**config.mk**
```make
export PLATFORM = sky130hd
export DESIGN_NAME = pong_sound_flat
export DESIGN_NICKNAME = d
export VERILOG_FILES = /design/src/rtl/pong_sound_if.sv /design/src/rtl/pong_sound.sv /design/src/flat_wrapper.sv
export SDC_FILE = /design/constraint.sdc
export NUM_CORES = 1
export LEC_CHECK = 0
export ABC_CLOCK_PERIOD_IN_PS = 1890
export CORE_ASPECT_RATIO = 0.5
export CORE_UTILIZATION = 29
export DETAILED_ROUTE_END_ITERATION = 7
export GPL_ROUTABILITY_DRIVEN = 0
export GPL_TIMING_DRIVEN = 0
export PLACE_DENSITY_LB_ADDON = 0.08
export SYNTH_ARGS = -nofsm -noshare
export SYNTH_HDL_FRONTEND = slang
export SYNTH_SLANG_ARGS = --single-unit
```
**constraint.sdc**
```tcl
create_clock -name clk -period 1.89 [get_ports clk]
set_input_delay 0.2835 -clock clk [delete_from_list [all_inputs] [get_ports clk]]
set_output_delay 0.2835 -clock clk [all_outputs]
set_load 0.03 [all_outputs]
```
**src/rtl/pong_sound_if.sv**
```systemverilog
// Game-dynamics to sound-block link: mute/sound requests in, buzzer/busy/code status out.
// The sound block connects through the slave modport, the game side through master.
interface pong_sound_if;
  logic       mute;
  logic [1:0] sound;
  logic       buzzer;
  logic       busy;
  logic [1:0] code_q;

  modport master (output mute, output sound, input buzzer, input busy, input code_q);
  modport slave  (input mute, input sound, output buzzer, output busy, output code_q);
endinterface

```
**src/rtl/pong_sound.sv**
```systemverilog
// Pong tone generator: wall/paddle square tones and a two-note goal sweep on one buzzer pin.
// Inputs are double-synchronised; buzzer/busy react 3 clocks after a pin change, and no backpressure applies.
module pong_sound #(
  parameter int HALF_WALL    = 25000,
  parameter int HALF_PADDLE  = 12500,
  parameter int HALF_GOAL_HI = 50000,
  parameter int HALF_GOAL_LO = 100000,
  parameter int GOAL_STEP    = 2500000
) (
  input  logic         clk,
  input  logic         reset,
  pong_sound_if.slave  bus
);

  function automatic int max2(input int a, input int b);
    return (a > b) ? a : b;
  endfunction

  localparam int MAXP = max2(max2(max2(HALF_WALL, HALF_PADDLE), max2(HALF_GOAL_HI, HALF_GOAL_LO)), GOAL_STEP);
  localparam int CW   = (MAXP > 1) ? $clog2(MAXP) : 1;

  typedef logic [CW-1:0] cnt_t;
  typedef enum logic [1:0] {IDLE, TONE, GOAL_HI, GOAL_LO} state_t;

  state_t     state_q, state_d;
  logic [1:0] code_q, code_d;
  cnt_t       half_q, half_d;
  cnt_t       step_q, step_d;
  logic       buzzer_q, buzzer_d;
  logic       busy_q, busy_d;

  logic       mute_meta_q, mute_s_q;
  logic [1:0] sound_meta_q, sound_s_q;

  cnt_t lim;
  logic start, stop;

  always_comb begin
    state_d  = state_q;
    code_d   = code_q;
    half_d   = half_q;
    step_d   = step_q;
    buzzer_d = buzzer_q;
    lim      = '0;

    case (state_q)
      TONE:    lim = (code_q == 2'd1) ? cnt_t'(HALF_WALL - 1) : cnt_t'(HALF_PADDLE - 1);
      GOAL_HI: lim = cnt_t'(HALF_GOAL_HI - 1);
      GOAL_LO: lim = cnt_t'(HALF_GOAL_LO - 1);
      default: lim = '0;
    endcase

    // A stop request outranks a code change arriving on the same cycle.
    stop  = (state_q != IDLE) && (mute_s_q || (sound_s_q == 2'd0));
    start = !mute_s_q && (sound_s_q != 2'd0) && ((state_q == IDLE) || (sound_s_q != code_q));

    if (stop) begin
      state_d  = IDLE;
      code_d   = 2'd0;
      half_d   = '0;
      step_d   = '0;
      buzzer_d = 1'b0;
    end else if (start) begin
      state_d  = (sound_s_q == 2'd3) ? GOAL_HI : TONE;
      code_d   = sound_s_q;
      half_d   = '0;
      step_d   = '0;
      buzzer_d = 1'b1;
    end else if (state_q != IDLE) begin
      if (half_q == lim) begin
        half_d   = '0;
        buzzer_d = ~buzzer_q;
      end else begin
        half_d = half_q + 1'b1;
      end
      if (state_q == GOAL_HI) begin
        if (step_q == cnt_t'(GOAL_STEP - 1)) begin
          state_d  = GOAL_LO;
          half_d   = '0;
          step_d   = '0;
          buzzer_d = 1'b1;
        end else begin
          step_d = step_q + 1'b1;
        end
      end
    end

    busy_d = (state_d != IDLE);
  end

  always_ff @(posedge clk) begin
    if (reset) begin
      // Synchronisers come up muted so a stale request cannot start a tone.
      mute_meta_q  <= 1'b1;
      mute_s_q     <= 1'b1;
      sound_meta_q <= 2'd0;
      sound_s_q    <= 2'd0;
      state_q      <= IDLE;
      code_q       <= 2'd0;
      half_q       <= '0;
      step_q       <= '0;
      buzzer_q     <= 1'b0;
      busy_q       <= 1'b0;
    end else begin
      mute_meta_q  <= bus.mute;
      mute_s_q     <= mute_meta_q;
      sound_meta_q <= bus.sound;
      sound_s_q    <= sound_meta_q;
      state_q      <= state_d;
      code_q       <= code_d;
      half_q       <= half_d;
      step_q       <= step_d;
      buzzer_q     <= buzzer_d;
      busy_q       <= busy_d;
    end
  end

  assign bus.buzzer = buzzer_q;
  assign bus.busy   = busy_q;
  assign bus.code_q = code_q;

endmodule

```
**src/flat_wrapper.sv**
```systemverilog
// flat-port wrapper written by rule: the top's interface ports become plain ports
module pong_sound_flat 
#(
  parameter int HALF_WALL    = 25000,
  parameter int HALF_PADDLE  = 12500,
  parameter int HALF_GOAL_HI = 50000,
  parameter int HALF_GOAL_LO = 100000,
  parameter int GOAL_STEP    = 2500000
)
  (clk, reset, bus_mute, bus_sound, bus_buzzer, bus_busy, bus_code_q);
  pong_sound_if bus_i ();
  input  logic clk;
  input  logic reset;
  input wire logic [$bits(bus_i.mute)-1:0] bus_mute;
  input wire logic [$bits(bus_i.sound)-1:0] bus_sound;
  output wire logic [$bits(bus_i.buzzer)-1:0] bus_buzzer;
  output wire logic [$bits(bus_i.busy)-1:0] bus_busy;
  output wire logic [$bits(bus_i.code_q)-1:0] bus_code_q;
  assign bus_i.mute = bus_mute;
  assign bus_i.sound = bus_sound;
  assign bus_buzzer = bus_i.buzzer;
  assign bus_busy = bus_i.busy;
  assign bus_code_q = bus_i.code_q;
  pong_sound #(.HALF_WALL(HALF_WALL), .HALF_PADDLE(HALF_PADDLE), .HALF_GOAL_HI(HALF_GOAL_HI), .HALF_GOAL_LO(HALF_GOAL_LO), .GOAL_STEP(GOAL_STEP)) u_core (.clk(clk), .reset(reset), .bus(bus_i));
endmodule
```
==> out/metrics.yaml <==
outcome: "finished, violations left"
violations: "setup timing"
cts_buffers: 5
tightest_slew_ps: 533.5
power_mw: 2.456
io_buffers: 8
io_pins: 9
drc: 0
finClkSkew_ps: 6.093
synth-seq-cells: 56
vias_per_cell: 5.087
cts_tree: "yes"
avgSynthCellArea_um2: 8.138
htreeDepth: 2
slew_headroom_pct: 64.36
rows: 25
critPathArrivalTime_ps: 2290
grt_busiest_layer: "met2"
path_max_fanout: 6
hp-start: "u_core.mute_meta_q"
use_met3_pct: 3.651
antenna_found_initial: 0
dr.pass1.iters: 6
synth_cells: 363
worstSetupPathType: "flip-flop to flip-flop"
setup_violations: 22
final_util_pct: 39.47
synth-edff-count: 0
period_share_pct: 110.1
drive_gt1_share_pct: 28.79
synth-main-ff-cell: "dfxtp_1"
required_ps: 2100
post-route-min-period_ps: 2080
final_nets: 402
yosys_warnings: 0
pre_cts_ws_ps: -420.9
antenna_left: 0
initial_core_util_pct: 30.56
grt_pass1_wl_mm: 12.90
num_antenna_cells: 0
clkSinkCount: 56
hp-class: "flip-flop to flip-flop"
final_cell_count_no_fill: 531
dr_total_vias: 2701
finalHoldViolCount: 0
clkLatencyLatePin_ps: 300
ys_types: 58
seq_area_frac_synth_pct: 37.95
place_inst: 506
clockBufferDepth: 2
cp-end-kind: "flip-flop"
clock-root-buffer: "clkbuf_16"
p_leak_nw: 1.370
cp-start-kind: "flip-flop"
grt_pass1_vias: 2580
grt_max_degree: 18
mostFrequentLayoutCell: "nand2_1"
synth_fp_nets: 370
wl_mm: 7.778
drt_first_iter_violations: 125
syn_to_final_growth_pct: 29.14
setup_tns_ps: -3015
rsz0062_at_grt: "yes"
p_per_area_nw_per_um2: 643.7
met2_usage_pct: 26.76
routedWlPerCell_um: 14.65
rr_startpoint: "u_core.bus.code_q[1]"
drv_cap: 0
setup_ws_ps: -190.2
slew_violations: 0
track_usage_pct: 16.01
gr-usage-met1_pct: 20.91
synth_area_um2: 2954
die_h_um: 73.37
layout_common_cells: "nand2_1, nor2_1, dfxtp_1"
clk_pin_slew_ps: 70
vdd_drop_max_mv: 0.3482
clock.fmax_mhz: 480.7
overflow: 0
die-area_um2: 10620
coreArea_um2: 9666
async_flop_share_pct: 0
critPathLaunch: "u_core.bus.code_q[1]"
hpwlAfterDp_mm: 5.325
fp.dieW_um: 144.7
## per-stage QoR
stage | instance area, um2 | hold WS (ps)
2_1_floorplan | 2992 | 355.1
3_3_place_gp | 3241 | 395.4
3_5_place_dp | 3241 | 396.4
4_1_cts | 3700 | 414.0
5_1_grt | 3815 | 443.8
6_report | 3815 | 411.7
## critical path, cell delays in order (launching register included)
cell      delay, ps
dfxtp_4         370
xor2_2          170
or4_1           540
a21o_4          250
nor2_4          220
o21ai_4         150
o311ai_2        280
## what timing repair did
action	4_1_cts	5_1_grt
gates cloned	2	0
hold buffers	0	0
resized for setup	52	38
setup buffers	17	3
endpoints found under the setup margin	44	43
pin swaps	20	11
## metal layers
layer,vias up,wire length [um]
met2,33,3561
met1,1316,3884
met3,9,235
met5,-,0
met4,0,96
li1,1343,-
## registers in the layout, summed over array words and instances (netlist names)
name / cells
u_core.step_q: 22
u_core.mute_s_q: 1
u_core.sound_meta_q: 2
u_core.sound_s_q: 2
u_core.bus.buzzer: 1
u_core.bus.code_q: 2
u_core.mute_meta_q: 1
u_core.state_q: 2
u_core.bus.busy: 1
u_core.half_q: 22
## power by group
group / total, mW / switching (mW) / internal (mW)
registers: 1.19 / 0.0103 / 1.18
logic: 0.164 / 0.0887 / 0.0753
clock network: 1.10 / 0.465 / 0.633
## worst paths after layout
check,endpoint,slack [ps],depth (start not counted)
worst max-delay path,u_core.half_q[17],-190,6
worst min register to register,u_core.mute_s_q,410,1
worst min-delay path,u_core.mute_s_q,410,1
worst max register to register,u_core.half_q[17],-190,6
## area by class of cell
type / count / area (um2)
timing repair buffer: 29 / 276.5
tap: 135 / 168.9
multi-input combinational: 284 / 1911
sequential: 56 / 1156
fill: 988 / 5851
clock buffer: 6 / 128.9
clock inverter: 2 / 38.79
inverter: 4 / 15.01
buffer: 15 / 120.1
## synthesized netlist by cell type (3+ instances only)
| master | n | area [um2] |
|---|---|---|
| nand4_1 | 10 | 62.56 |
| nor2_1 | 52 | 195.2 |
| and2_1 | 3 | 18.77 |
| a21oi_1 | 6 | 30.03 |
| clkbuf_1 | 8 | 30.03 |
| nand2b_1 | 4 | 25.02 |
| inv_1 | 4 | 15.01 |
| nand3_1 | 22 | 110.1 |
| nor3_1 | 5 | 25.02 |
| nand2_1 | 49 | 183.9 |
| a211oi_1 | 3 | 22.52 |
| nor2b_1 | 6 | 37.54 |
| o21ai_0 | 5 | 25.02 |
| and3_1 | 10 | 62.56 |
| o21ai_1 | 7 | 35.03 |
| nor3b_1 | 3 | 22.52 |
| buf_2 | 8 | 40.04 |
| xnor2_1 | 15 | 131.4 |
| o211ai_1 | 4 | 30.03 |
| o2111ai_1 | 4 | 35.03 |
| nor4_1 | 4 | 25.02 |
| o22ai_1 | 3 | 18.77 |
| o211ai_2 | 3 | 37.54 |
| xor2_1 | 17 | 148.9 |
| and4_1 | 4 | 35.03 |
| dfxtp_1 | 56 | 1121 |
| or2_2 | 6 | 37.54 |
| o311ai_1 | 3 | 26.28 |
## cells by family after synthesis
group,share of synthesized area (%)
AOI/OAI and AO/OA,13.77
xor gates and xnor gates,9.488
and+or+nand+nor,33.67
adders and majority gates,0.8470
buffers and inverters,3.897
DFF,37.95
muxes,0.3812
No activity file was read; power rests on OpenSTA's default activity.
